`config.mk`:
```
export PLATFORM = sky130hd
export DESIGN_NAME = mem_port_arbiter_flat
export DESIGN_NICKNAME = d
export VERILOG_FILES = /design/src/rtl/lsu_defines.sv /design/src/rtl/lsu_pkg.sv /design/src/rtl/uncache_lane_align.sv /design/src/rtl/mem_port_arbiter.sv /design/src/flat_wrapper.sv
export SDC_FILE = /design/constraint.sdc
export NUM_CORES = 1
export LEC_CHECK = 0
export CELL_PAD_IN_SITES_DETAIL_PLACEMENT = 0
export CELL_PAD_IN_SITES_GLOBAL_PLACEMENT = 1
export CORE_AREA = 2 2 279 281
export CTS_CLUSTER_DIAMETER = 50
export DETAILED_ROUTE_END_ITERATION = 16
export DIE_AREA = 0 0 281 283
export PLACE_DENSITY_LB_ADDON = 0.1
export SETUP_SLACK_MARGIN = 0.2
export SLEW_MARGIN = 20
export SYNTH_ARGS = -nofsm -noshare
export SYNTH_HDL_FRONTEND = slang
export SYNTH_HIERARCHICAL = 1
export SYNTH_SLANG_ARGS = --single-unit
```
`constraint.sdc`:
```
create_clock -name clk -period 1.65 [get_ports clk]
set_input_delay 0.2475 -clock clk [delete_from_list [all_inputs] [get_ports clk]]
set_output_delay 0.2475 -clock clk [all_outputs]
set_load 0.03 [all_outputs]
```
`src/rtl/lsu_defines.sv`:
```
// LSU-wide transfer typedefs and the two memory-side channel interfaces.
// Requesters hold valid and request fields until the memory side raises mready.
package lsu_defs_pkg;

    typedef logic [2:0] Size;

    typedef enum logic {
        DOP_READ,
        DOP_WRITE
    } Dcache_op;

endpackage

interface DCACHE2MEMORY;
    import lsu_defs_pkg::*;

    logic           dvalid;
    logic           dready;
    Dcache_op       op;
    logic [31:0]    addr;
    logic [127:0]   ddata;
    logic           mready;
    logic           mvalid;
    logic [127:0]   mdata;

    modport memory (
        input  dvalid, dready, op, addr, ddata,
        output mready, mvalid, mdata
    );

    modport dcache (
        output dvalid, dready, op, addr, ddata,
        input  mready, mvalid, mdata
    );
endinterface

interface UNCACHE2MEMORY;
    import lsu_defs_pkg::*;

    logic           uvalid;
    logic           uready;
    logic           wen;
    logic [31:0]    uaddr;
    logic [31:0]    udata;
    logic [3:0]     ustrobe;
    Size            usize;
    logic           mready;
    logic           mvalid;
    logic [31:0]    mdata;

    modport memory (
        input  uvalid, uready, wen, uaddr, udata, ustrobe, usize,
        output mready, mvalid, mdata
    );

    modport uncache (
        output uvalid, uready, wen, uaddr, udata, ustrobe, usize,
        input  mready, mvalid, mdata
    );
endinterface

```
`src/rtl/lsu_pkg.sv`:
```
// Arbiter-local types and constants shared by the memory-port arbiter.
// Holds the arbitration FSM encoding and the full-line request constants.
package lsu_pkg;

    typedef enum logic [2:0] {
        IDLE,
        D_REQ,
        D_RESP,
        U_REQ,
        U_RESP
    } arb_state_e;

    localparam logic [15:0] LINE_STROBE = 16'hFFFF;
    localparam logic [2:0]  LINE_SIZE   = 3'd4;

endpackage

```
`src/rtl/uncache_lane_align.sv`:
```
// Places a 32-bit uncached word onto the 128-bit bus and picks the
// returning word out of a 128-bit response. Purely combinational.
module uncache_lane_align (
    input  logic [1:0]   wr_lane,
    input  logic [1:0]   rd_lane,
    input  logic         wen,
    input  logic [31:0]  udata,
    input  logic [3:0]   ustrobe,
    input  logic [127:0] rdata,
    output logic [127:0] wdata,
    output logic [15:0]  strobe,
    output logic [31:0]  rd_word
);

    // Replicate the word into all lanes; only the addressed lane is enabled.
    always_comb begin
        wdata   = {4{udata}};
        strobe  = 16'h0000;
        if (wen) begin
            strobe = {12'h000, ustrobe} << {wr_lane, 2'b00};
        end
        rd_word = rdata[32*rd_lane +: 32];
    end

endmodule

```
`src/rtl/mem_port_arbiter.sv`:
```
// Shares the 128-bit memory port between the dcache line channel and the
// uncached word channel, one outstanding transaction at a time.
module mem_port_arbiter
    import lsu_pkg::*;
    import lsu_defs_pkg::*;
#(
    parameter bit UNC_FIRST = 1'b1
) (
    input  logic                 clk,
    input  logic                 rst,
    DCACHE2MEMORY.memory         dc,
    UNCACHE2MEMORY.memory        uc,
    output logic                 out_valid,
    input  logic                 out_ready,
    output logic                 out_wen,
    output logic                 out_uncached,
    output logic [31:0]          out_addr,
    output logic [127:0]         out_wdata,
    output logic [15:0]          out_strobe,
    output logic [2:0]           out_size,
    input  logic                 in_rvalid,
    input  logic [127:0]         in_rdata,
    output logic                 out_rready
);

    arb_state_e  state_q, state_d;
    logic        last_u_q, last_u_d;
    logic [1:0]  lane_q, lane_d;

    logic [127:0] al_wdata;
    logic [15:0]  al_strobe;
    logic [31:0]  al_rword;
    logic         dc_wr;

    // Line requests are always line aligned, so the low nibble is dropped.
    logic         unused_addr_bits;
    assign unused_addr_bits = ^dc.addr[3:0];

    assign dc_wr = (dc.op == DOP_WRITE);

    uncache_lane_align u_align (
        .wr_lane (uc.uaddr[3:2]),
        .rd_lane (lane_q),
        .wen     (uc.wen),
        .udata   (uc.udata),
        .ustrobe (uc.ustrobe),
        .rdata   (in_rdata),
        .wdata   (al_wdata),
        .strobe  (al_strobe),
        .rd_word (al_rword)
    );

    // State, fairness bit and read lane registers.
    always_ff @(posedge clk) begin
        if (rst) begin
            state_q  <= IDLE;
            last_u_q <= !UNC_FIRST;
            lane_q   <= 2'd0;
        end else begin
            state_q  <= state_d;
            last_u_q <= last_u_d;
            lane_q   <= lane_d;
        end
    end

    // Next state: arbitrate in IDLE, advance on request and response handshakes.
    always_comb begin
        state_d  = state_q;
        last_u_d = last_u_q;
        lane_d   = lane_q;
        unique case (state_q)
            IDLE: begin
                if (dc.dvalid && (!uc.uvalid || last_u_q)) begin
                    state_d  = D_REQ;
                    last_u_d = 1'b0;
                end else if (uc.uvalid) begin
                    state_d  = U_REQ;
                    last_u_d = 1'b1;
                    lane_d   = uc.uaddr[3:2];
                end
            end
            D_REQ: begin
                if (out_ready) state_d = D_RESP;
            end
            D_RESP: begin
                if (in_rvalid && dc.dready) state_d = IDLE;
            end
            U_REQ: begin
                if (out_ready) state_d = U_RESP;
            end
            U_RESP: begin
                if (in_rvalid && uc.uready) state_d = IDLE;
            end
            default: state_d = IDLE;
        endcase
    end

    // Bus and channel outputs: only the owner sees handshakes, the rest is 0.
    always_comb begin
        out_valid    = 1'b0;
        out_wen      = 1'b0;
        out_uncached = 1'b0;
        out_addr     = 32'h0;
        out_wdata    = 128'h0;
        out_strobe   = 16'h0;
        out_size     = 3'd0;
        out_rready   = 1'b0;
        dc.mready    = 1'b0;
        dc.mvalid    = 1'b0;
        dc.mdata     = 128'h0;
        uc.mready    = 1'b0;
        uc.mvalid    = 1'b0;
        uc.mdata     = 32'h0;
        unique case (state_q)
            D_REQ: begin
                out_valid  = 1'b1;
                out_wen    = dc_wr;
                out_addr   = {dc.addr[31:4], 4'b0000};
                out_wdata  = dc.ddata;
                out_strobe = dc_wr ? LINE_STROBE : 16'h0;
                out_size   = LINE_SIZE;
                dc.mready  = out_ready;
            end
            D_RESP: begin
                dc.mvalid  = in_rvalid;
                dc.mdata   = in_rdata;
                out_rready = dc.dready;
            end
            U_REQ: begin
                out_valid    = 1'b1;
                out_wen      = uc.wen;
                out_uncached = 1'b1;
                out_addr     = uc.uaddr;
                out_wdata    = al_wdata;
                out_strobe   = al_strobe;
                out_size     = uc.usize;
                uc.mready    = out_ready;
            end
            U_RESP: begin
                uc.mvalid  = in_rvalid;
                uc.mdata   = al_rword;
                out_rready = uc.uready;
            end
            default: begin
            end
        endcase
    end

endmodule

```
`src/flat_wrapper.sv`:
```
// flat-port wrapper written by rule: the top's interface ports become plain ports
module mem_port_arbiter_flat import lsu_pkg::*; import lsu_defs_pkg::*;
#(
    parameter bit UNC_FIRST = 1'b1
)
  (clk, rst, out_valid, out_ready, out_wen, out_uncached, out_addr, out_wdata, out_strobe, out_size, in_rvalid, in_rdata, out_rready, dc_dvalid, dc_dready, dc_op, dc_addr, dc_ddata, dc_mready, dc_mvalid, dc_mdata, uc_uvalid, uc_uready, uc_wen, uc_uaddr, uc_udata, uc_ustrobe, uc_usize, uc_mready, uc_mvalid, uc_mdata);
  DCACHE2MEMORY dc_i ();
  UNCACHE2MEMORY uc_i ();
  input  logic clk;
  input  logic rst;
  output logic out_valid;
  input  logic out_ready;
  output logic out_wen;
  output logic out_uncached;
  output logic [31:0] out_addr;
  output logic [127:0] out_wdata;
  output logic [15:0] out_strobe;
  output logic [2:0] out_size;
  input  logic in_rvalid;
  input  logic [127:0] in_rdata;
  output logic out_rready;
  input wire logic [$bits(dc_i.dvalid)-1:0] dc_dvalid;
  input wire logic [$bits(dc_i.dready)-1:0] dc_dready;
  input wire logic [$bits(dc_i.op)-1:0] dc_op;
  input wire logic [$bits(dc_i.addr)-1:0] dc_addr;
  input wire logic [$bits(dc_i.ddata)-1:0] dc_ddata;
  output wire logic [$bits(dc_i.mready)-1:0] dc_mready;
  output wire logic [$bits(dc_i.mvalid)-1:0] dc_mvalid;
  output wire logic [$bits(dc_i.mdata)-1:0] dc_mdata;
  input wire logic [$bits(uc_i.uvalid)-1:0] uc_uvalid;
  input wire logic [$bits(uc_i.uready)-1:0] uc_uready;
  input wire logic [$bits(uc_i.wen)-1:0] uc_wen;
  input wire logic [$bits(uc_i.uaddr)-1:0] uc_uaddr;
  input wire logic [$bits(uc_i.udata)-1:0] uc_udata;
  input wire logic [$bits(uc_i.ustrobe)-1:0] uc_ustrobe;
  input wire logic [$bits(uc_i.usize)-1:0] uc_usize;
  output wire logic [$bits(uc_i.mready)-1:0] uc_mready;
  output wire logic [$bits(uc_i.mvalid)-1:0] uc_mvalid;
  output wire logic [$bits(uc_i.mdata)-1:0] uc_mdata;
  assign dc_i.dvalid = dc_dvalid;
  assign dc_i.dready = dc_dready;
  assign dc_i.op = dc_op;
  assign dc_i.addr = dc_addr;
  assign dc_i.ddata = dc_ddata;
  assign dc_mready = dc_i.mready;
  assign dc_mvalid = dc_i.mvalid;
  assign dc_mdata = dc_i.mdata;
  assign uc_i.uvalid = uc_uvalid;
  assign uc_i.uready = uc_uready;
  assign uc_i.wen = uc_wen;
  assign uc_i.uaddr = uc_uaddr;
  assign uc_i.udata = uc_udata;
  assign uc_i.ustrobe = uc_ustrobe;
  assign uc_i.usize = uc_usize;
  assign uc_mready = uc_i.mready;
  assign uc_mvalid = uc_i.mvalid;
  assign uc_mdata = uc_i.mdata;
  mem_port_arbiter #(.UNC_FIRST(UNC_FIRST)) u_core (.clk(clk), .rst(rst), .dc(dc_i), .uc(uc_i), .out_valid(out_valid), .out_ready(out_ready), .out_wen(out_wen), .out_uncached(out_uncached), .out_addr(out_addr), .out_wdata(out_wdata), .out_strobe(out_strobe), .out_size(out_size), .in_rvalid(in_rvalid), .in_rdata(in_rdata), .out_rready(out_rready));
endmodule
```
# Word level (Yosys, flattened, before mapping)
# Index checks and enable logic that the tools add are counted.
# word_totals
reg_bits,6
latchBits,0
ram_bits,0
rom_bits,0
input_bits,369
output_inout_bits,347
wordCells,51
memories,0
# classes
n_addsub,0
mul,0
n_div,0
order_cmp,0
n_eq_ne,9
shifts,2
muxes,25
bitwise,1
n_reduce_logical,11
# op_table
cell,n
case mux 128 bit (2 select lines),1
2-to-1 mux 128 bit,1
variable part select 128 x 8 -> 32 bit,1
case mux 32 bit (2 select lines),1
2-to-1 mux 16 bit,2
2-to-1 mux 32 bit,1
case mux 16 bit (2 select lines),1
2-to-1 mux 3 bit,6
left shift 4 x 4 -> 16 bit,1
case mux 3 bit (5 select lines),1
2-to-1 mux 1 bit,8
equality test 3 x 2 -> 1 bit (second input constant),2
case mux 3 bit (2 select lines),1
AND reduction 5 bit,1
!= test 2 x 1 -> 1 bit (second input constant),2
!= test 2 bit (second input constant),2
case mux 1 bit (2 select lines),2
equality test 3 x 1 -> 1 bit (second input constant),1
equality test 3 bit (second input constant),1
logical AND 1 bit,3
logical NOT 3 bit,1
!= test 3 x 2 -> 1 bit (second input constant),1
AND reduction 3 bit,1
AND reduction 2 bit,1
5 further kinds,5

# Depth between registers and ports, before layout
# depth
depth_word,5
depth_mapped,6
depth_no_buf,4

# Modules after synthesis
# The synthesis kept the hierarchy.
# modules_own_cells
mod,instances,cells_per_inst,area_each_um2,seq_area_each_um2
mem_port_arbiter,1,596,4026.4,120.1
uncache_lane_align,1,186,1941.9,0.0

# Worst setup path after synthesis
# No wires, ideal clock.
# synth_path
path_type,reg2out
from,register u_core.state_q[1]
to,output dc_mready
arrival_ns,1.562
required_ns,1.402
path_slack_ns,-0.159
stages_incl_launch_ff,5
path_buffers,3
cell_sequence,dfxtp_1 -> buf_4 -> buf_4 -> buf_4 -> nor3b_1
# synth_between
elab_chain_len,2
# synth_lines
item,line,rtl
start: declaration,mem_port_arbiter.sv:26,"arb_state_e state_q, state_d;"
start signal: assignment,mem_port_arbiter.sv:60,state_q <= state_d;
equality test 3 x 1 -> 1 bit,mem_port_arbiter.sv:114,unique case (state_q)
2-to-1 mux 1 bit,mem_port_arbiter.sv:114,
end: declaration,flat_wrapper.sv:27,output wire logic [$bits(dc_i.mready)-1:0] dc_mready;
# No other way between the ends.

# Worst setup path after layout
# layout_path
from,register u_core.lane_q[0]
to,output uc_mdata[28]
# layout_between
elab_chain_len,2
# layout_lines
item,line,rtl
start: declaration,mem_port_arbiter.sv:28,"logic [1:0] lane_q, lane_d;"
start signal: assignment,mem_port_arbiter.sv:62,lane_q <= lane_d;
variable part select 128 x 8 -> 32 bit,uncache_lane_align.sv:22,rd_word = rdata[32*rd_lane +: 32];
via u_core.al_rword[28],mem_port_arbiter.sv:32,logic [31:0] al_rword;
2-to-1 mux 32 bit,mem_port_arbiter.sv:114,
end: declaration,flat_wrapper.sv:39,output wire logic [$bits(uc_i.mdata)-1:0] uc_mdata;
# The timed path passes the listed nets, and every way through them passes these cells.

==> summary.md <==
| Metric | Value |
|---|---|
| DRT Pass-1 Iters | 4 |
| Max FO, Critical Path | 5 |
| Worst skew pair latency | 230 ps |
| Status | finished with violations |
| Most frequent cells after synthesis | and2_1 (169), mux2i_1 (158), nor2_1 (157) |
| Leak | 7.828 nW |
| Crit path launch type | flop |
| DRT iter0 DRCs | 170 |
| Crit-path cells | buf_12, buf_12, buf_6, mux4_2, and2_4, buf_6 |
| Layout cells sized above 1 | 61.55% |
| Crit-path leading delay family | multiplexers |
| Min cycle time layout | 2060 ps |
| Row cnt | 102 |
| Util after Layout | 24.87% |
| Routed len/inst | 21.68 µm |
| Yosys cell types | 33 |
| Height of the die | 283 µm |
| Post-synthesis to final-layout area growth | 219.7% |
| Max incr delay on CP | 530 ps |
| Final period utilization | 124.9% |
| Worst-path clk slew | 30 ps |
| Worst slew pin tran | 404.8 ps |
| Fin. max-slew vios | 0 |
| Placeable Area | 76700 µm² |
| RSZ-0062 raised after global routing | yes |
| Via count | 8736 |
| YS warnings | 6 |
| Synth Flop Type | dfxtp_1 |
| Slowest cell on crit path | mux4_2 |
| Top post-synthesis cells by area | mux2i_1 (26%), buf_4 (18%), and2_1 (18%) |
| Max-slew headroom | 72.93% |
| Gate Count Post-Synth | 782 |
| CTS Sinks | 6 |
| Drt total wl | 56.49 mm |
| Synthesized flop and latch total | 6 |
| Crit Path Category | reg -> out |
| Gpl congestion | 0.8428 |
| Final setup vio count | 349 |
| Detailed-route vias per instance | 3.354 |
| # H-tree levels | 1 |
| Cell taking the most area after synthesis | mux2i_1 |
| CTS buffer count | 3 |
| Starting Density | 7.781% |
| Max clock buf depth | 2 |
| Vias in the first global route | 9182 |
| Power per cell area | 559.8 nW/µm² |
| Sequential area share after synthesis | 2.013% |
| Die area | 79520 µm² |
| # nets final | 1933 |
| Storage element area | 133.9 µm² |
| Finished Cell Area | 19080 µm² |
| Syn Nets | 1151 |
| CTS root buf | clkbuf_16 |
| Clock Skews | 2.346 ps |
| Critical Path Sink Type | output pin |
| Top Ports | 716 |
| CP arrival | 1810 ps |
| CTS Hold Bufs | 0 |
| Post-DP HPWL | 45.31 mm |
| PnR Total Power | 10.68 mW |
| Fmax achieved | 0.4854 GHz |
| Count leader, synth | and2_1 |
| Final WS setup | -410.2 ps |
| Placed cell areas | 14730 µm² |
| Antenna Nets Post-Route | 0 |
| Number of synthesized flops with an enable pin | 0 |
| GRT Total Usage | 13.35% |
| WHS | 506.4 ps |
| Share of the synthesized area in the top cell type | 26.50% |
| Failing checks | setup timing |
| CP Buf/Inv Count | 4 |
| IO buf count | 711 |
| Total gr overflow | 0 |
| Synth async-reset ratio | 0% |
| Max-cap viol count | 0 |
| Synthesized area | 5968 µm² |
| CTS tree | built |
| Largest net degree at the start of global routing | 24 |
| Post-Place Cells | 2453 |
| Initial antenna violation count | 8 |
| First-pass GRT wire length | 75.37 mm |
| Synthesized area per cell | 7.632 µm² |
| Fin. Hold Viols | 0 |
| Fillers | 8233 |
| Worst min-delay path class | reg -> reg |
| Non-filler cells, final | 2605 |
| VDD IR-drop max | 283.9 µV |
| Post-route DRC | 0 |
| Die W | 281 µm |
| Area of the multi-input gates | 5756 µm² |
| WP data required | 1400 ps |
placed cells by master (no fill, tap or decap), types with 2 or more instances in the layout:
cell type and count:
buf_12 112, nand2_1 4, nand2b_1 5, diode_2 2, and2_4 169, nor4bb_1 4
a21o_1 8, buf_8 43, nor2_2 47, nor3b_4 4, nor2_1 82, buf_16 44
mux2i_2 17, buf_4 159, and4b_1 8, mux2i_4 27, dfxtp_2 2, and4_1 4
clkdlybuf4s50_1 364, mux2i_1 114, mux4_2 32, nor2_4 28, clkbuf_16 5, buf_6 249
inv_1 2, dfxtp_4 3, a21o_4 10, a21oi_4 2
power breakdown:
part | total, mW | switching, mW | internal (mW)
sequential | 0.197 | 0.0322 | 0.165
clock | 0.407 | 0.0864 | 0.321
combinational | 10.1 | 4.46 | 5.61
worst min-delay path: cells and delay by family (launching register included):
family           cells  cell delay (ps)
and+or+nand+nor      1               70
muxes                1               60
DFF                  1              330
flip-flops by register name, indices dropped and copies added, names as in the netlist:
signal           count
u_core/lane_q        2
u_core/last_u_q      1
u_core/state_q       3
metrics by stage:
| step | TNS [ps] | setup WS [ps] |
|---|---|---|
| 3_5_place_dp | -63800 | -584.3 |
| 6_report | -94780 | -410.2 |
| 4_1_cts | -98600 | -456.9 |
| 5_1_grt | -113700 | -448.9 |
| 3_3_place_gp | -60150 | -593.7 |
| 2_1_floorplan | 0 | 48.35 |
final timing paths:
kind	start	to	slack, ps	cells after the start
max	u_core/lane_q[0]	uc_mdata[28]	-410	6
min reg2reg	u_core/lane_q[1]	u_core/lane_q[1]	510	2
max reg2reg	u_core/state_q[1]	u_core/lane_q[0]	-50	9
min	u_core/lane_q[1]	u_core/lane_q[1]	510	2
cell families (layout without fill, tap and decap cells):
| logic type | count (synthesis) | count (layout) | share of synthesized area (%) |
|---|---|---|---|
| mux | 190 | 190 | 38.70 |
| buf+inv | 199 | 980 | 23.44 |
| compound gates | 28 | 28 | 3.354 |
| flops | 6 | 6 | 2.013 |
| other cells | 0 | 2 | 0 |
| simple gates | 359 | 359 | 32.49 |
timing repair:
| action | 4_1_cts | 5_1_grt |
|---|---|---|
| gates cloned | 37 | 2 |
| endpoints found under the setup margin | 347 | 353 |
| endpoints found under the hold margin | 0 | 0 |
| pin swaps | 116 | 66 |
| buffers inserted | 92 | 16 |
| resized for setup | 630 | 146 |
layout make-up:
type	count	area share, %
Clock buffer	4	0.4132
Multi-Input combinational cell	577	30.17
Inverter	3	0.07214
Sequential cell	6	0.7017
Antenna cell	2	0.02623
Tap cell	1040	6.821
Timing Repair Buffer	973	61.80
metal layers:
| layer | vias up | global-route usage [%] | wire [µm] |
|---|---|---|---|
| met5 | - | 0 | 88 |
| met4 | 14 | 1.056 | 365 |
| met3 | 29 | 3.637 | 4508 |
| met2 | 389 | 27.62 | 32010 |
| met1 | 4207 | 13.38 | 19510 |
| li1 | 4097 | - | - |
Note: power is estimated with default switching activity, not from simulation.
